===== config.mk =====
export PLATFORM = sky130hd
export DESIGN_NAME = i2c_reg_arbiter
export DESIGN_NICKNAME = d
export VERILOG_FILES = /design/src/rtl/i2c_reg_arbiter.sv
export SDC_FILE = /design/constraint.sdc
export NUM_CORES = 1
export LEC_CHECK = 0
export BUFFER_PORTS_ARGS = -buffer_cell sky130_fd_sc_hd__buf_2
export CELL_PAD_IN_SITES_DETAIL_PLACEMENT = 1
export CELL_PAD_IN_SITES_GLOBAL_PLACEMENT = 2
export CORE_MARGIN = 3
export CORE_UTILIZATION = 29
export DETAILED_ROUTE_END_ITERATION = 6
export PLACE_DENSITY = 0.81
export SLEW_MARGIN = 10
export SYNTH_ARGS = -nofsm -noshare
export SYNTH_HDL_FRONTEND = slang
export SYNTH_SLANG_ARGS = --single-unit

===== constraint.sdc =====
create_clock -name clk -period 2.9 [get_ports clk]
set_input_delay 0.145 -clock clk [delete_from_list [all_inputs] [get_ports clk]]
set_output_delay 0.145 -clock clk [all_outputs]
set_load 0.02 [all_outputs]

===== src/rtl/i2c_reg_arbiter.sv =====
// Arbiter and change monitor for a shared 8-bit I2C single register: grants local writers with a
// guard interval and reports host-written values. Define I2C_REG_ARB_RR_EN for round-robin arbitration.
module i2c_reg_arbiter #(
  parameter int PORTS       = 4,
  parameter int HOLD_CYCLES = 16
) (
  input  logic                 clk,
  input  logic                 rst,
  input  logic [PORTS-1:0]     req_valid,
  input  logic [PORTS*8-1:0]   req_data,
  output logic [PORTS-1:0]     req_ready,
  output logic [7:0]           reg_data_in,
  output logic                 reg_data_latch,
  input  logic [7:0]           reg_data_out,
  output logic                 host_wr_valid,
  input  logic                 host_wr_ready,
  output logic [7:0]           host_wr_data,
  output logic                 host_wr_overflow,
  output logic                 busy
);

  localparam int IDXW = (PORTS > 1) ? $clog2(PORTS) : 1;
  localparam logic [15:0] HOLD_INIT = 16'(HOLD_CYCLES);

  typedef enum logic [1:0] {
    S_IDLE  = 2'd0,
    S_LATCH = 2'd1,
    S_HOLD  = 2'd2
  } state_t;

  state_t           r_state;
  logic [15:0]      r_hold_cnt;
  logic [PORTS-1:0] r_req_ready;
  logic [7:0]       r_reg_data_in;
  logic             r_reg_data_latch;
  logic             r_busy;
  logic [7:0]       r_shadow;
  logic             r_shadow_vld;
  logic             r_host_valid;
  logic [7:0]       r_host_data;
  logic             r_host_ovf;

  logic             w_any;
  logic [IDXW-1:0]  w_grant;
  logic [IDXW-1:0]  w_idx;
  logic [7:0]       w_req_bytes [PORTS];
  logic             w_detect;

`ifdef I2C_REG_ARB_RR_EN
  logic [IDXW-1:0]  r_ptr;
  logic [IDXW-1:0]  w_ptr_next;
`endif

  always_comb begin
    for (int i = 0; i < PORTS; i++) begin
      w_req_bytes[i] = req_data[i*8 +: 8];
    end
  end

  // Winner search: first asserted request, starting from the pointer in round-robin mode
  always_comb begin
    w_any   = 1'b0;
    w_grant = '0;
    w_idx   = '0;
    for (int k = 0; k < PORTS; k++) begin
`ifdef I2C_REG_ARB_RR_EN
      w_idx = IDXW'((int'(r_ptr) + k) % PORTS);
`else
      w_idx = IDXW'(k);
`endif
      if (!w_any && req_valid[w_idx]) begin
        w_any   = 1'b1;
        w_grant = w_idx;
      end else begin
        w_grant = w_grant;
      end
    end
  end

`ifdef I2C_REG_ARB_RR_EN
  assign w_ptr_next = (w_grant == IDXW'(PORTS - 1)) ? '0 : w_grant + 1'b1;
`endif

  always_ff @(posedge clk) begin
    if (rst) begin
      r_state          <= S_IDLE;
      r_hold_cnt       <= 16'd0;
      r_req_ready      <= '0;
      r_reg_data_in    <= 8'd0;
      r_reg_data_latch <= 1'b0;
      r_busy           <= 1'b0;
`ifdef I2C_REG_ARB_RR_EN
      r_ptr            <= '0;
`endif
    end else begin
      case (r_state)
        S_IDLE: begin
          if (w_any) begin
            r_reg_data_in    <= w_req_bytes[w_grant];
            r_reg_data_latch <= 1'b1;
            r_req_ready      <= PORTS'(1'b1) << w_grant;
            r_busy           <= 1'b1;
            r_state          <= S_LATCH;
`ifdef I2C_REG_ARB_RR_EN
            r_ptr            <= w_ptr_next;
`endif
          end else begin
            r_reg_data_latch <= 1'b0;
            r_req_ready      <= '0;
            r_busy           <= 1'b0;
          end
        end
        S_LATCH: begin
          r_reg_data_latch <= 1'b0;
          r_req_ready      <= '0;
          r_hold_cnt       <= HOLD_INIT;
          if (HOLD_CYCLES == 0) begin
            r_state <= S_IDLE;
            r_busy  <= 1'b0;
          end else begin
            r_state <= S_HOLD;
            r_busy  <= 1'b1;
          end
        end
        S_HOLD: begin
          if (r_hold_cnt <= 16'd1) begin
            r_state <= S_IDLE;
            r_busy  <= 1'b0;
          end else begin
            r_hold_cnt <= r_hold_cnt - 16'd1;
          end
        end
        default: begin
          r_state          <= S_IDLE;
          r_req_ready      <= '0;
          r_reg_data_latch <= 1'b0;
          r_busy           <= 1'b0;
        end
      endcase
    end
  end

  // The latch cycle masks detection so our own write never looks like a host write
  assign w_detect = r_shadow_vld && !r_reg_data_latch && (reg_data_out != r_shadow);

  // Shadow tracking and the host-write event with sticky overflow
  always_ff @(posedge clk) begin
    if (rst) begin
      r_shadow     <= 8'd0;
      r_shadow_vld <= 1'b0;
      r_host_valid <= 1'b0;
      r_host_data  <= 8'd0;
      r_host_ovf   <= 1'b0;
    end else begin
      if (!r_shadow_vld) begin
        r_shadow     <= reg_data_out;
        r_shadow_vld <= 1'b1;
      end else if (r_reg_data_latch) begin
        r_shadow <= r_reg_data_in;
      end else if (w_detect) begin
        r_shadow <= reg_data_out;
      end else begin
        r_shadow <= r_shadow;
      end

      if (w_detect) begin
        r_host_data  <= reg_data_out;
        r_host_valid <= 1'b1;
        if (r_host_valid && !host_wr_ready) begin
          r_host_ovf <= 1'b1;
        end else begin
          r_host_ovf <= r_host_ovf;
        end
      end else if (r_host_valid && host_wr_ready) begin
        r_host_valid <= 1'b0;
      end else begin
        r_host_valid <= r_host_valid;
      end
    end
  end

  assign req_ready        = r_req_ready;
  assign reg_data_in      = r_reg_data_in;
  assign reg_data_latch   = r_reg_data_latch;
  assign host_wr_valid    = r_host_valid;
  assign host_wr_data     = r_host_data;
  assign host_wr_overflow = r_host_ovf;
  assign busy             = r_busy;

endmodule


Word level (Yosys, flattened, before mapping)
Cells that the tools add are included.
{"block": "classes", "n_div": 0, "bitwise": 1, "eq_ne": 7, "n_addsub": 1, "mux": 27, "multipliers": 0, "order_cmp": 2, "shift": 1, "reduce_logical": 19}
{"cell": "8-bit two-way mux", "count": 5}
{"cell": "16-bit case mux with 2 select lines", "count": 1}
{"cell": "8-bit binary-select mux with 2-bit select", "count": 1}
{"cell": "16-bit by 1-bit <= comparator with 1-bit output, second input constant", "count": 1}
{"cell": "16-bit two-way mux", "count": 1}
{"cell": "16-bit by 1-bit subtractor with 16-bit output, second input constant", "count": 1}
{"cell": "1-bit two-way mux", "count": 10}
{"cell": "2-bit two-way mux", "count": 4}
{"cell": "8-bit inequality test", "count": 1}
{"cell": "4-bit case mux with 2 select lines", "count": 1}
{"cell": "2-bit AND reduction", "count": 4}
{"cell": "1-bit logical AND", "count": 7}
{"cell": "2-bit inequality test, second input constant", "count": 3}
{"cell": "2-bit case mux with 3 select lines", "count": 1}
{"cell": "1-bit logical NOT", "count": 5}
{"cell": "4-bit two-way mux", "count": 1}
{"cell": "2-bit nonzero test", "count": 2}
{"cell": "1-bit by 2-bit left shift with 4-bit output, first input constant", "count": 1}
{"cell": "3-bit >= comparator, second input constant", "count": 1}
{"cell": "3-bit by 2-bit inequality test with 1-bit output, second input constant", "count": 1}
{"cell": "2-bit NOT with 3-bit output", "count": 1}
{"cell": "1-bit case mux with 3 select lines", "count": 1}
{"cell": "2-bit by 1-bit equality test with 1-bit output, second input constant", "count": 1}
{"cell": "2-bit equality test, second input constant", "count": 1}
{"cell": "2 further kinds", "count": 2}
{"block": "totals", "latch_bits": 0, "memories": 0, "elab_cells": 69, "inputBits": 47, "output_inout_bits": 24, "regBits": 51, "romBits": 0, "mem_bits_rw": 0}

Logic depth before layout (Yosys ltp)
{"block": "depth", "depth_word": 14, "depth_mapped": 7}

Worst setup path after synthesis
OpenSTA, ideal clock, no wires.
{"block": "synth_timing", "path_type": "reg2reg", "startpoint": "register r_hold_cnt[4]", "endpoint": "register r_hold_cnt[10]", "setup_time_ps": 65, "path_buffers": 0, "path_slack_ps": 884, "t_arrival_ps": 1951, "path_stages_with_launch": 6, "path_cell_list": "dfxtp_1 -> or4_4 -> or3_4 -> a211oi_4 -> mux2_1 -> nor2_1"}
{"block": "synth_between", "elab_chain_cells": 3, "word_cells_on_any_way": 6, "cone_classes": "1 x add/sub; 1 x order compare; 1 x eq/ne; 2 x mux; 1 x reduce/logical"}
{"item": "start, declared", "line_no": "32", "source": "logic [15:0] r_hold_cnt;"}
{"item": "start signal, assigned", "line_no": "130", "source": "r_hold_cnt <= r_hold_cnt - 16'd1;"}
{"item": "16-bit by 1-bit subtractor with 16-bit output or 16-bit by 1-bit <= comparator with 1-bit output (tied branches)", "line_no": "130, 126"}
{"item": "16-bit two-way mux or 2-bit inequality test (tied branches)"}
{"item": "16-bit case mux with 2 select lines or 2-bit AND reduction (tied branches)"}
Parallel ways exist; a longest one is shown, timed or not. The select of a mux whose other input is x is not followed.
A chain may end at the register's enable or synchronous reset.

Final worst setup path
{"block": "layout_timing", "startpoint": "register r_state[1]", "endpoint": "register r_hold_cnt[9]"}
{"block": "layout_between", "elab_chain_cells": 3, "word_cells_on_any_way": 6, "cone_classes": "3 x eq/ne; 1 x mux; 2 x reduce/logical"}
{"item": "start, declared", "line_no": "31", "source": "state_t r_state;"}
{"item": "start signal, assigned", "line_no": "86", "source": "r_state <= S_IDLE;"}
{"item": "start signal, assigned", "line_no": "103", "source": "r_state <= S_LATCH;"}
{"item": "start signal, assigned", "line_no": "118", "source": "r_state <= S_IDLE;"}
{"item": "2-bit equality test or 2-bit by 1-bit equality test with 1-bit output (tied branches)", "line_no": "96", "source": "case (r_state)"}
{"item": "2-bit inequality test (no source line) or 2-bit nonzero test (tied branches)"}
{"item": "2-bit AND reduction (no source line)"}
Parallel ways exist; a longest one is shown, timed or not.

==> results.sh <==
export IMPL_intPower_mw=1.21
export IMPL_max_freq_mhz=423
export IMPL_syn_area_per_cell_um2=8.53
export IMPL_setup_viol=0
export IMPL_coreArea_um2=7930
export IMPL_area_growth_pct=22.3
export IMPL_max_stage_delay_ns=0.68
export IMPL_synth_simple_area_share_pct=24.6
export IMPL_synth_cell_types=46
export IMPL_tightest_slew_ns=0.638
export IMPL_p_seq_share_pct=45.7
export IMPL_worst_ir_drop_vdd_mv=0.223
export IMPL_finalCritPeriodShare_pct=81.5
export IMPL_ios=71
export IMPL_start_util_pct=30.8
export IMPL_grt_max_degree=42
export IMPL_clkLatencyLatePin_ns=0.30
export IMPL_die_w_um=97.7
export IMPL_syn_inst=286
export IMPL_drtIter0Drc=49
export IMPL_crit_path_top_delay_cell="dfxtp_1"
export IMPL_pre_cts_ws_ns=0.575
export IMPL_vias_per_cell=5.07
export IMPL_post_route_drc_count=0
export IMPL_reg2reg_depth=4
export IMPL_grtUsageTotal_pct=13.5
export IMPL_wirelength_um=6520
export IMPL_worst_path_buf_inv=0
export IMPL_synth_top_family_by_area="simple AND/OR/NAND/NOR gates"
export IMPL_r2r_end="r_hold_cnt[9]"
export IMPL_fillCellCount=979
export IMPL_path_class="reg2reg"
export IMPL_min_period_ns=2.36
export IMPL_met1_usage_pct=16.8
export IMPL_clock_root_buffer="clkbuf_8"
export IMPL_synth_edf_count=0
export IMPL_power_switching_mw=0.601
export IMPL_rows=32
export IMPL_whs_ns=0.0627
export IMPL_synth_area_mux_share_pct=4.98
export IMPL_num_antenna_cells=0
export IMPL_crit_path_end="r_hold_cnt[9]"
export IMPL_avgRoutedWirePerCell_um=14.4
export IMPL_total_power_mw=1.81
export IMPL_finClkSkew_ns=0.00921
export IMPL_clk_pin_slew_ns=0.09
export IMPL_synth_compound_area_share_pct=20.5
export IMPL_fin_ws_ns=0.537
export IMPL_drive_above_1_share_pct=26.6
export IMPL_fp_dieH_um=97.7
export IMPL_cts_tree="done"
export IMPL_drv_slew=0
export IMPL_p_clk_share_pct=26.5
export IMPL_synth_area_um2=2440
export IMPL_crit_fanout=17
export IMPL_critPathLaunchType="flop"
export IMPL_synth_top_cell_area_share_pct=41.9
export IMPL_synth_async_reset_ratio_pct=0
export IMPL_hold_class="in2reg"
export IMPL_p_leak_nw=1.27
export IMPL_power_density_nw_per_um2=608
export IMPL_synth_xor_area_share_pct=3.23
export IMPL_htreeDepth=2
export IMPL_hpwlAfterDp_um=4990
export IMPL_relSlewSlack_pct=57.4
export IMPL_cts_buffers=5
export IMPL_cts_path_max_buffers=2
export IMPL_critical_path_required_ns=3.11
export IMPL_place_gp_congestion=0.791
export IMPL_final_nets=398
export IMPL_drtAntennaViolNets=0
export IMPL_path_depth=4
export IMPL_synth_adder_area_share_pct=1.03
export IMPL_numPortBuffers=70
export IMPL_synth_net_count=335
export IMPL_met3_usage_pct=3.16
export IMPL_cts_resized=0
export IMPL_worstPathArrival_ns=2.57
export IMPL_r2r_start="r_state[1]"
export IMPL_worstPathCellList="nor2b_1, nand3_1, or4_2, o31ai_1"
export IMPL_switching_share_pct=33.2
export IMPL_drv_cap=0
export IMPL_yosys_warnings=0
export IMPL_path_delay_family="simple AND/OR/NAND/NOR gates"
export IMPL_drt_pass1_iterations=4
export IMPL_gr_usage_met2_pct=23.0
export IMPL_synth_area_leaders="dfxtp_1, a21oi_1, nor2_1"
export IMPL_grt_busiest_layer="met2"
export IMPL_design_area_um2=2980
export IMPL_rsz0062_at_grt="false"
export IMPL_placed_area_um2=2880
export IMPL_rrSetupSlack_ns=0.54
export IMPL_antenna_found_initial=0
export IMPL_die_area_um2=9550
export IMPL_synth_top_area_cell="dfxtp_1"
export IMPL_cts_setup_buffers=0
export IMPL_ys_seq_area_share_pct=41.9
export IMPL_crit_start="r_state[1]"
export IMPL_cts_hold_buf=0
export IMPL_grt_overflow_total=0
export IMPL_worstSetupEndpointType="flop"
export IMPL_synth_ff_type="dfxtp_1"
export IMPL_setup_tns_ns=0
export IMPL_dr_total_vias=2285
export IMPL_cts_num_sinks=51
export IMPL_status="finished, final reports clean"
export IMPL_grt_pass1_wl_um=10900
export IMPL_ys_ff_latch=51
export IMPL_hold_viol_final=0
export IMPL_grt_pass1_vias=2281
export IMPL_p_comb_share_pct=27.8
-- cell usage after synthesis (3+ instances only) --
master and instances:
a211oi_1 8, a21oi_1 26, a221oi_1 8, a31oi_1 4
clkbuf_1 16, dfxtp_1 51, inv_1 7, mux2i_1 11
nand2_1 29, nand3_1 11, nand3b_1 8, nor2_1 33
nor3_1 7, nor4_1 4, o211ai_1 7, o41ai_1 3
or2_2 4, or4_1 4, xor2_1 8
-- power groups by stage --
| stage | Sequential [mW] | Clock (mW) | Combinational, mW |
|---|---|---|---|
| after floorplan | 0.865 | 0 | 0.324 |
| after global placement | 0.842 | 0 | 0.503 |
| after detailed placement | 0.845 | 0 | 0.510 |
| after CTS | 0.829 | 0.498 | 0.513 |
| after global routing | 0.841 | 0.526 | 0.566 |
| final | 0.828 | 0.480 | 0.504 |
-- sequential cells by signal, summed over array words and instances, names as in the netlist, 2 cells and up --
name and count:
r_hold_cnt 16, reg_data_in 8, req_ready 4, host_wr_data 8, r_state 2, r_shadow 8
-- placed cells by master (no fill, tap or decap), drive strengths merged, types with 2 or more instances in the layout --
cell / instances
a211oi: 9
a21oi: 26
a221oi: 8
a31o: 2
a31oi: 4
and2: 2
and3: 2
buf: 74
clkbuf: 6
dfxtp: 51
ha: 2
inv: 7
mux2i: 11
nand2: 29
nand2b: 2
nand3: 11
nand3b: 8
nor2: 33
nor2b: 2
nor3: 8
nor4: 4
o211ai: 7
o21ai: 2
o311ai: 3
o31ai: 2
o41ai: 3
or2: 4
or3: 3
or4: 6
xor2: 8
-- through the flow --
stage | cells | util [%]
6_report | 451 | 37.6
2_1_floorplan | 286 | -
3_5_place_dp | 444 | 36.3
4_1_cts | 451 | 37.6
3_3_place_gp | 444 | 36.3
5_1_grt | 451 | 37.6
-- kinds of logic after synthesis --
group / count (synthesis)
buffers and inverters: 25
AO/OA/AOI/OAI: 70
XOR/XNOR: 9
AND/OR/NAND/NOR: 117
adder cells (fa/ha/maj): 2
flip-flops: 51
multiplexers: 12
-- final cells by class --
class	instances	area, um^2	area share [%]
clock buffer	6	72.6	2.43
timing repair buffer	74	380	12.8
sequential	51	1020	34.2
inverter	7	26.3	0.881
clock inverter	1	30.0	1.01
multi-input combinational	210	1320	44.4
tap	102	128	4.28
-- how the worst min path moves through the flow --
stage	startpoint	end	slack, ns	cells after the start
after global placement	rst	r_shadow_vld	0.40	2
after floorplan	rst	r_shadow_vld	0.23	1
after detailed placement	rst	r_shadow_vld	0.39	2
after global routing	rst	r_shadow_vld	0.08	2
after CTS	rst	r_shadow_vld	0.06	2
final	rst	r_shadow_vld	0.06	2
-- metal layers --
layer | vias up | wire length [um]
met5 | - | 0
met4 | 0 | 93
met3 | 8 | 376
met2 | 64 | 3010
met1 | 1053 | 3030
li1 | 1160 | -
(Power assumes the default switching activity.)
